$ cat config.mk
export PLATFORM = sky130hd
export DESIGN_NAME = mat_mult_host_port
export DESIGN_NICKNAME = d
export VERILOG_FILES = /design/src/rtl/mat_mult_pkg.sv /design/src/rtl/mat_mult_host_regs.sv /design/src/rtl/mat_mult_host_port.sv
export SDC_FILE = /design/constraint.sdc
export NUM_CORES = 2
export LEC_CHECK = 0
export CAP_MARGIN = 20
export CORE_AREA = 3 3 700 702
export CTS_CLUSTER_DIAMETER = 100
export CTS_CLUSTER_SIZE = 24
export DETAILED_ROUTE_END_ITERATION = 6
export DIE_AREA = 0 0 703 705
export HOLD_SLACK_MARGIN = 0.12
export SYNTH_ARGS = -nofsm -noshare
export SYNTH_HDL_FRONTEND = slang
export SYNTH_HIERARCHICAL = 1
export SYNTH_SLANG_ARGS = --single-unit
$ cat constraint.sdc
create_clock -name clk -period 2.35 [get_ports clk]
set_input_delay 0.3525 -clock clk [delete_from_list [all_inputs] [get_ports clk]]
set_output_delay 0.3525 -clock clk [all_outputs]
set_load 0.05 [all_outputs]
$ cat src/rtl/mat_mult_pkg.sv
// rtl/mat_mult_pkg.sv - shared constants, types and encodings for the mat_mult host port
package mat_mult_pkg;

    localparam int DW = 36;
    localparam int N  = 4;
    localparam int NE = N * N;
    localparam int CW = 16;

    typedef logic signed [DW-1:0] elem_t;
    typedef elem_t [NE-1:0]       mat_t;

    typedef enum logic [1:0] {
        REGION_A    = 2'b00,
        REGION_B    = 2'b01,
        REGION_C    = 2'b10,
        REGION_CTRL = 2'b11
    } region_e;

    localparam logic [6:0] ADDR_CTRL   = 7'h60;
    localparam logic [6:0] ADDR_CYCLES = 7'h61;

    localparam int CTRL_START  = 0;
    localparam int CTRL_CLEAR  = 1;
    localparam int CTRL_IRQ_EN = 2;

    typedef enum logic [1:0] {
        ST_IDLE,
        ST_ISSUE,
        ST_WAIT,
        ST_DONE
    } state_e;

    // Upper bits of an element, sign-extended to a full 32-bit bus word.
    function automatic logic [31:0] hi_sext(elem_t e);
        return {{(64-DW){e[DW-1]}}, e[DW-1:32]};
    endfunction

endpackage

$ cat src/rtl/mat_mult_host_regs.sv
// rtl/mat_mult_host_regs.sv - A/B/C operand storage, half-word access and registered read mux
module mat_mult_host_regs
    import mat_mult_pkg::*;
(
    input  logic          clk,
    input  logic          reset_n,
    input  logic          wr_en_i,
    input  logic          rd_en_i,
    input  logic [6:0]    addr_i,
    input  logic [31:0]   wdata_i,
    input  logic          busy_i,
    input  logic [2:0]    status_i,
    input  logic [CW-1:0] cycles_i,
    input  logic          capture_i,
    input  mat_t          mm_c_i,
    output logic [31:0]   rdata_o,
    output mat_t          a_o,
    output mat_t          b_o
);

    mat_t        a_q, b_q, c_q;
    logic [31:0] rdata_d, rdata_q;
    elem_t       sel;
    region_e     region;
    logic        half;
    logic [3:0]  idx;

    assign region = region_e'(addr_i[6:5]);
    assign half   = addr_i[4];
    assign idx    = addr_i[3:0];

    // Host writes to A/B (frozen while an operation runs) and capture of the product.
    always_ff @(posedge clk or negedge reset_n) begin
        if (!reset_n) begin
            a_q <= '0;
            b_q <= '0;
            c_q <= '0;
        end else begin
            if (wr_en_i && !busy_i) begin
                case (region)
                    REGION_A: begin
                        if (half) a_q[idx][DW-1:32] <= wdata_i[DW-33:0];
                        else      a_q[idx][31:0]    <= wdata_i;
                    end
                    REGION_B: begin
                        if (half) b_q[idx][DW-1:32] <= wdata_i[DW-33:0];
                        else      b_q[idx][31:0]    <= wdata_i;
                    end
                    default: ;
                endcase
            end
            if (capture_i) c_q <= mm_c_i;
        end
    end

    // Read mux: element halves for A/B/C, status and cycle count in the ctrl region.
    always_comb begin
        rdata_d = '0;
        sel     = '0;
        case (region)
            REGION_A: sel = a_q[idx];
            REGION_B: sel = b_q[idx];
            REGION_C: sel = c_q[idx];
            default:  sel = '0;
        endcase
        if (region == REGION_CTRL) begin
            if (addr_i == ADDR_CTRL)        rdata_d = {29'b0, status_i};
            else if (addr_i == ADDR_CYCLES) rdata_d = {{(32-CW){1'b0}}, cycles_i};
        end else begin
            rdata_d = half ? hi_sext(sel) : sel[31:0];
        end
    end

    // Read data is registered and held until the next read strobe.
    always_ff @(posedge clk or negedge reset_n) begin
        if (!reset_n)     rdata_q <= '0;
        else if (rd_en_i) rdata_q <= rdata_d;
    end

    assign rdata_o = rdata_q;
    assign a_o     = a_q;
    assign b_o     = b_q;

endmodule

$ cat src/rtl/mat_mult_host_port.sv
// rtl/mat_mult_host_port.sv - host-bus initiator for mat_mult: control FSM, cycle counter, irq
module mat_mult_host_port
    import mat_mult_pkg::*;
#(
    parameter int TIMEOUT = 1024
) (
    input  logic              clk,
    input  logic              reset_n,
    input  logic              chipselect,
    input  logic              write,
    input  logic              read,
    input  logic [6:0]        address,
    input  logic [31:0]       writedata,
    output logic [31:0]       readdata,
    output logic              irq,
    output logic [N*N*DW-1:0] mm_a,
    output logic [N*N*DW-1:0] mm_b,
    output logic              mm_start,
    input  logic [N*N*DW-1:0] mm_c,
    input  logic              mm_done
);

    state_e        state_q;
    logic          busy_q, done_q, err_q, irq_en_q, mm_start_q;
    logic [CW-1:0] cnt_q;
    logic          wr_en, rd_en, ctrl_wr, start_req, clear_req, capture;
    mat_t          a_w, b_w;

    assign wr_en     = chipselect & write;
    assign rd_en     = chipselect & read;
    assign ctrl_wr   = wr_en & (address == ADDR_CTRL);
    assign start_req = ctrl_wr & writedata[CTRL_START];
    assign clear_req = ctrl_wr & writedata[CTRL_CLEAR];
    // A late mm_done is only meaningful while an operation is outstanding.
    assign capture   = (state_q == ST_WAIT) & mm_done;

    // Operation sequencer: issue start, wait for done or timeout, keep sticky status.
    always_ff @(posedge clk or negedge reset_n) begin
        if (!reset_n) begin
            state_q    <= ST_IDLE;
            busy_q     <= 1'b0;
            done_q     <= 1'b0;
            err_q      <= 1'b0;
            irq_en_q   <= 1'b0;
            mm_start_q <= 1'b0;
            cnt_q      <= '0;
        end else begin
            mm_start_q <= 1'b0;
            if (ctrl_wr) irq_en_q <= writedata[CTRL_IRQ_EN];
            if (clear_req) begin
                done_q <= 1'b0;
                err_q  <= 1'b0;
            end
            case (state_q)
                ST_IDLE, ST_DONE: begin
                    if (start_req) begin
                        state_q    <= ST_ISSUE;
                        busy_q     <= 1'b1;
                        done_q     <= 1'b0;
                        err_q      <= 1'b0;
                        mm_start_q <= 1'b1;
                    end
                end
                ST_ISSUE: begin
                    cnt_q   <= '0;
                    state_q <= ST_WAIT;
                end
                ST_WAIT: begin
                    cnt_q <= cnt_q + 1'b1;
                    if (mm_done) begin
                        state_q <= ST_DONE;
                        busy_q  <= 1'b0;
                        done_q  <= 1'b1;
                    end else if (cnt_q == CW'(TIMEOUT - 1)) begin
                        state_q <= ST_DONE;
                        busy_q  <= 1'b0;
                        err_q   <= 1'b1;
                    end
                end
                default: state_q <= ST_IDLE;
            endcase
        end
    end

    mat_mult_host_regs u_regs (
        .clk       (clk),
        .reset_n   (reset_n),
        .wr_en_i   (wr_en),
        .rd_en_i   (rd_en),
        .addr_i    (address),
        .wdata_i   (writedata),
        .busy_i    (busy_q),
        .status_i  ({err_q, done_q, busy_q}),
        .cycles_i  (cnt_q),
        .capture_i (capture),
        .mm_c_i    (mm_c),
        .rdata_o   (readdata),
        .a_o       (a_w),
        .b_o       (b_w)
    );

    assign mm_a     = a_w;
    assign mm_b     = b_w;
    assign mm_start = mm_start_q;
    assign irq      = done_q & irq_en_q;

endmodule

[After elaboration in Yosys (flattened, before gate mapping)]
Index checks and enable logic that the tools add are counted.
Storage, ports and cells
  register bits: 1783
  bits of input ports: 621
  output and inout bits: 1186
  word-level logic and storage cells: 130
Operators by class
  add/sub/neg operators: 1
  magnitude comparators: 2
  equal/unequal tests: 11
  muxes and demuxes: 41
  bitwise operators: 7
  reduce and logical (&&, ||, !) cells: 12
Operators by type and width (count)
  $bwmux W576: 4
  $mux W576: 2
  $bmux W36 S4: 3
  $demux W36 S4: 2
  $mux W36: 4
  $mux W32: 4
  $pmux W36 S3: 1
  $pmux W16 S2: 1
  $add A16 B1 Y16 const B: 1
  $eq A16 B10 Y1 const B: 1
  $mux W16: 1
  $eq A7 B7 Y1 const B: 2
  $mux W1: 12
  $eq A2 B2 Y1 const B: 4
  $and A1 B1 Y1: 7
  $mux W2: 3
  $pmux W1 S2: 3
  $pmux W2 S3: 1
  $reduce_and A2 Y1: 3
  $lt A4 B5 Y1 const B: 1
  $eq A2 B1 Y1 const B: 2
  $ge A4 B1 Y1 const B: 1
  $logic_not A2 Y1: 2
  $reduce_bool A2 Y1: 2
  6 further kinds: 7

[Longest topological paths before layout]
  word-level depth: 7
  mapped depth: 12
  mapped depth without buffers: 6

[By module]
Netlist, hierarchy kept.
By module, submodules not included
  mat_mult_host_regs: times used 1, cells each 5103, area an instance 80000.5 um^2, seq. area each 44042.2 um^2
  mat_mult_host_port: times used 1, cells each 146, area an instance 1405.1 um^2, seq. area each 575.6 um^2

[Worst setup path before layout]
OpenSTA, ideal clock, no wires.
  kind: in2reg
  start point: in chipselect
  end point: reg u_regs.b_q, in the netlist u_regs/b_o[436]
  library setup time: 125 ps
  arrival time: 2133 ps
  required time: 2225 ps
  setup slack: 93 ps
  stages on the path: 9
  path buffers: 3
  path through: and2_1 > clkbuf_1 > nand2b_1 > nor2_1 > nand2_1 > buf_2 > nor2_1 > buf_2 > mux2_2
On the way
  word-level cells in the longest chain between the ends: 3
RTL lines
  from (decl): RTL line mat_mult_host_port.sv:9  | input logic chipselect,
  $and A1 B1 Y1: RTL line mat_mult_host_port.sv:29  | assign wr_en = chipselect & write;
  named net wr_en: RTL line mat_mult_host_port.sv:26  | logic wr_en, rd_en, ctrl_wr, start_req, clear_req, capture;
  $logic_and A1 B1 Y1: RTL line mat_mult_host_regs.sv:39  | if (wr_en_i && !busy_i) begin
  $reduce_and A2 Y1 (no source line)
  to (signal, indexed assignment): RTL line mat_mult_host_regs.sv:46  | if (half) b_q[idx][DW-1:32] <= wdata_i[DW-33:0];
  to (signal, indexed assignment): RTL line mat_mult_host_regs.sv:47  | else b_q[idx][31:0] <= wdata_i;
  to (decl): RTL line mat_mult_host_regs.sv:21  | mat_t a_q, b_q, c_q;
The timed path passes the listed nets, and every way through them passes these cells.
A chain may end at the register's enable or synchronous reset.

[Worst setup path after layout]
  start point: reg u_regs/c_q[539] in the netlist's numbering
  end point: reg u_regs.rdata_q[28] (netlist: u_regs/rdata_o[28])
On the way
  word-level cells in the longest chain between the ends: 5
RTL lines
  from (decl): RTL line mat_mult_host_regs.sv:21
  from (signal assigned): RTL line mat_mult_host_regs.sv:52  | if (capture_i) c_q <= mm_c_i;
  $bmux W36 S4: RTL line mat_mult_host_regs.sv:63  | REGION_C: sel = c_q[idx];
  $mux W36 (implied by the code): RTL line mat_mult_host_regs.sv:63
  $pmux W36 S3: RTL line mat_mult_host_regs.sv:60  | case (region)
  $mux W32: RTL line mat_mult_host_regs.sv:70  | rdata_d = half ? hi_sext(sel) : sel[31:0];
  $mux W32: RTL line mat_mult_host_regs.sv:66  | if (region == REGION_CTRL) begin
  to (signal assigned): RTL line mat_mult_host_regs.sv:77  | else if (rd_en_i) rdata_q <= rdata_d;
  to (decl): RTL line mat_mult_host_regs.sv:22  | logic [31:0] rdata_d, rdata_q;
No other way between the ends. The select of a mux whose other input is x is not followed.

==> results.yml <==
sta:
  finalSetupTns_ns: -0.2249
  relSlewSlack_pct: 38.94
  setup_viol: 12
  skew_ns: 0.1087
  fmax_mhz: 418.2
  period_needed_ns: 2.391
  setup_slack_ns: -0.04115
  timing.final.max_slew_violations: 0
  finalHoldViolCount: 0
  min_period_over_period_pct: 101.8
  tightestPinTransition_ns: 0.9159
synthesis:
  synth_top_area_share_pct: 54.81
  async_flop_share_pct: 100.0
  synth_area_leader_cell: "dfrtp_1"
  synthCells: 5249
  synth_cell_types: 78
  synth_top_cells_by_count: "1783 x dfrtp_1, 1663 x mux2_2, 381 x mux4_2"
  ys_warn_count: 6
  post-synth-top-count-cell: "dfrtp_1"
  syn_area_um2: 81410
  ys_ff_latch: 1783
  syn_avg_cell_area_um2: 15.51
  ys.flop_type: "dfrtp_1"
  ys_seq_area_share_pct: 54.81
  synth_area_leaders: "dfrtp_1 55%, mux2_2 23%, mux4_2 11%"
  synth.net_count: 5874
  synth_edf_count: 0
clock_network:
  cts_made_buffers: 120
  cts_tree: "yes"
  cts.sinks: 1783
  clk_pin_slew_ns: 0.10
  ctsHtreeMaxLevel: 3
  cts_root_buf: "clkbuf_16"
  clock_latency_ns: 0.94
  clockBufferDepth: 4
global_route:
  grt_pass1_wl_um: 687800
  grt_pass1_vias: 64280
  overflow: 0
  antenna_found_initial: 153
  grt_util_all_layers_pct: 20.98
  grt_max_degree: 93
power_and_ir_drop:
  p_leak_nw: 56.90
  worst_ir_drop_vdd_v: 0.0006233
  total_power_mw: 72.82
  power.density_nw_per_um2: 584.4
drt:
  first_iter_violations: 5609
  antenna_left: 0
  finalWirelength_um: 537600
  wire_per_inst_um: 36.64
  drt-pass1-iter-count: 6
  vias: 62701
  vias_per_cell: 4.273
  drc_errors: 0
critical_path:
  arrival_ns: 3.19
  cp_cell_sequence: "mux4_2, a22o_1, a211oi_2, buf_4, a211oi_4, nand3_4, buf_12, a22oi_1"
  critical-path-max-stage-delay_ns: 0.61
  crit_required_ns: 3.15
  crit_slowest_cell: "mux4_2"
  crit_path_start_kind: "flip-flop"
  crit_type: "flip-flop to flip-flop"
  crit_path_end_kind: "flip-flop"
  cp_max_fo: 20
worst_hold_path:
  min_path_type: "primary input to flip-flop"
die:
  die_h_um: 705
  core_um2: 484900
  fp-row-count: 256
  initial_utilization_pct: 16.79
  die_area_um2: 495600
  fp.dieW_um: 703
  io_pins: 1807
finish:
  areaGrowthSynthToFinish_pct: 53.08
  layout.nets: 8728
  regArea_um2: 44620
  multi_input_area_um2: 34670
  nFillCells: 50354
  drive_above_1_share_pct: 48.35
placed_design:
  place_worst_setup_slack_ns: -1.292
  port_buffers: 1806
  globalplace.congestion: 0.8800
  dp_hpwl_um: 434700
status:
  status: "finished, violations left"
  failed_checks: "negative setup slack"
flow_run:
  cap_violations: 0
==> logic make-up after synthesis <==
family | count (synthesis) | share of synthesized area [%]
buf+inv | 476 | 3.074
compound gates | 377 | 3.411
fa+ha+maj | 4 | 0.06148
mux | 2241 | 36.22
flops | 1783 | 54.81
simple gates | 368 | 2.425
==> sequential cells by signal, summed over array words and instances, names as in the netlist <==
name and cells:
u_regs/rdata_o 32, done_q 1, mm_start 1, busy_q 1, irq_en_q 1, state_q 2, u_regs/b_o 576, cnt_q 16
u_regs/c_q 576, err_q 1, u_regs/a_o 576
==> path summary, 6_finish.rpt <==
check	cells after the start	endpoint	slack, ns	startpoint
setup / recovery	8	u_regs/rdata_o[28]	-0.04	u_regs/c_q[539]
setup reg to reg	8	u_regs/rdata_o[28]	-0.04	u_regs/c_q[539]
max in group asynchronous	4	u_regs/a_o[262]	1.09	reset_n
hold / removal	2	u_regs/c_q[46]	0.23	mm_c[46]
hold reg to reg	1	u_regs/c_q[28]	0.51	u_regs/c_q[28]
min in group asynchronous	3	u_regs/rdata_o[29]	0.44	reset_n
==> critical path: cells and delay by family (launching register included) <==
family | cells | cell delay, ns
simple gates | 1 | 0.12
flops | 1 | 0.44
buf+inv | 2 | 0.33
compound gates | 4 | 0.62
mux | 1 | 0.61
==> placed cells by master, fill, tap and decap left out, drive strengths merged, types with 30 or more instances in the layout <==
cell              n
inv              42
nor2             78
clkdlybuf4s50   594
nand2           108
nor3             34
buf            1144
a21oi            49
mux4            388
clkbuf          130
nand3            53
a22oi           151
mux2           1737
mux2i           116
dlygate4sd3     566
o21ai            30
dfrtp          1783
clkdlybuf4s15   603
dlygate4sd2     286
diode            55
==> final cells by class <==
cell class | instances | share of cell area (%)
antenna | 55 | 0.1104
clock buffer | 127 | 2.481
clock inverter | 60 | 0.8584
inverter | 11 | 0.03514
multi-input combinational | 2990 | 27.82
sequential | 1783 | 35.81
tap | 6450 | 6.476
timing repair buffer | 3197 | 26.41
==> report_power, final <==
group          leakage, nW  total, mW  internal (mW)  switching (mW)
logic                 30.2       13.9           6.42            7.48
clock network         1.99       24.2           10.6            13.6
registers             24.7       34.7           33.1            1.63
==> timing repair <==
item                                   in CTS  in global routing
gates cloned                                9                  2
endpoints found under the hold margin    2289                  0
pin swaps                                   8                  4
hold buffers                              567                  0
gates resized for setup                  2040                 13
setup endpoints to repair                1224                 58
setup buffers                              13                  3
==> metrics by stage <==
| step | utilization [%] | cell area (um2) | std cells | hold slack (ns) |
|---|---|---|---|---|
| 2_1_floorplan | - | 81410 | 5249 | 0.05691 |
| 3_3_place_gp | 23.46 | 113800 | 13837 | 0.4240 |
| 3_5_place_dp | 23.46 | 113800 | 13837 | 0.4134 |
| 4_1_cts | 25.64 | 124400 | 14613 | 0.1257 |
| 5_1_grt | 25.68 | 124500 | 14637 | 0.1392 |
| 6_report | 25.70 | 124600 | 14673 | 0.2272 |
==> layer usage <==
| layer | wire (um) | up-vias | track usage (%) | part of all wire, % |
|---|---|---|---|---|
| met5 | 413 | - | 0 | 0.077 |
| met4 | 22270 | 68 | 7.194 | 4.1 |
| met3 | 42500 | 650 | 5.131 | 7.9 |
| met2 | 249100 | 2759 | 34.00 | 46 |
| met1 | 223300 | 33740 | 27.17 | 42 |
| li1 | - | 25484 | - | - |
(Power assumes the default switching activity.)
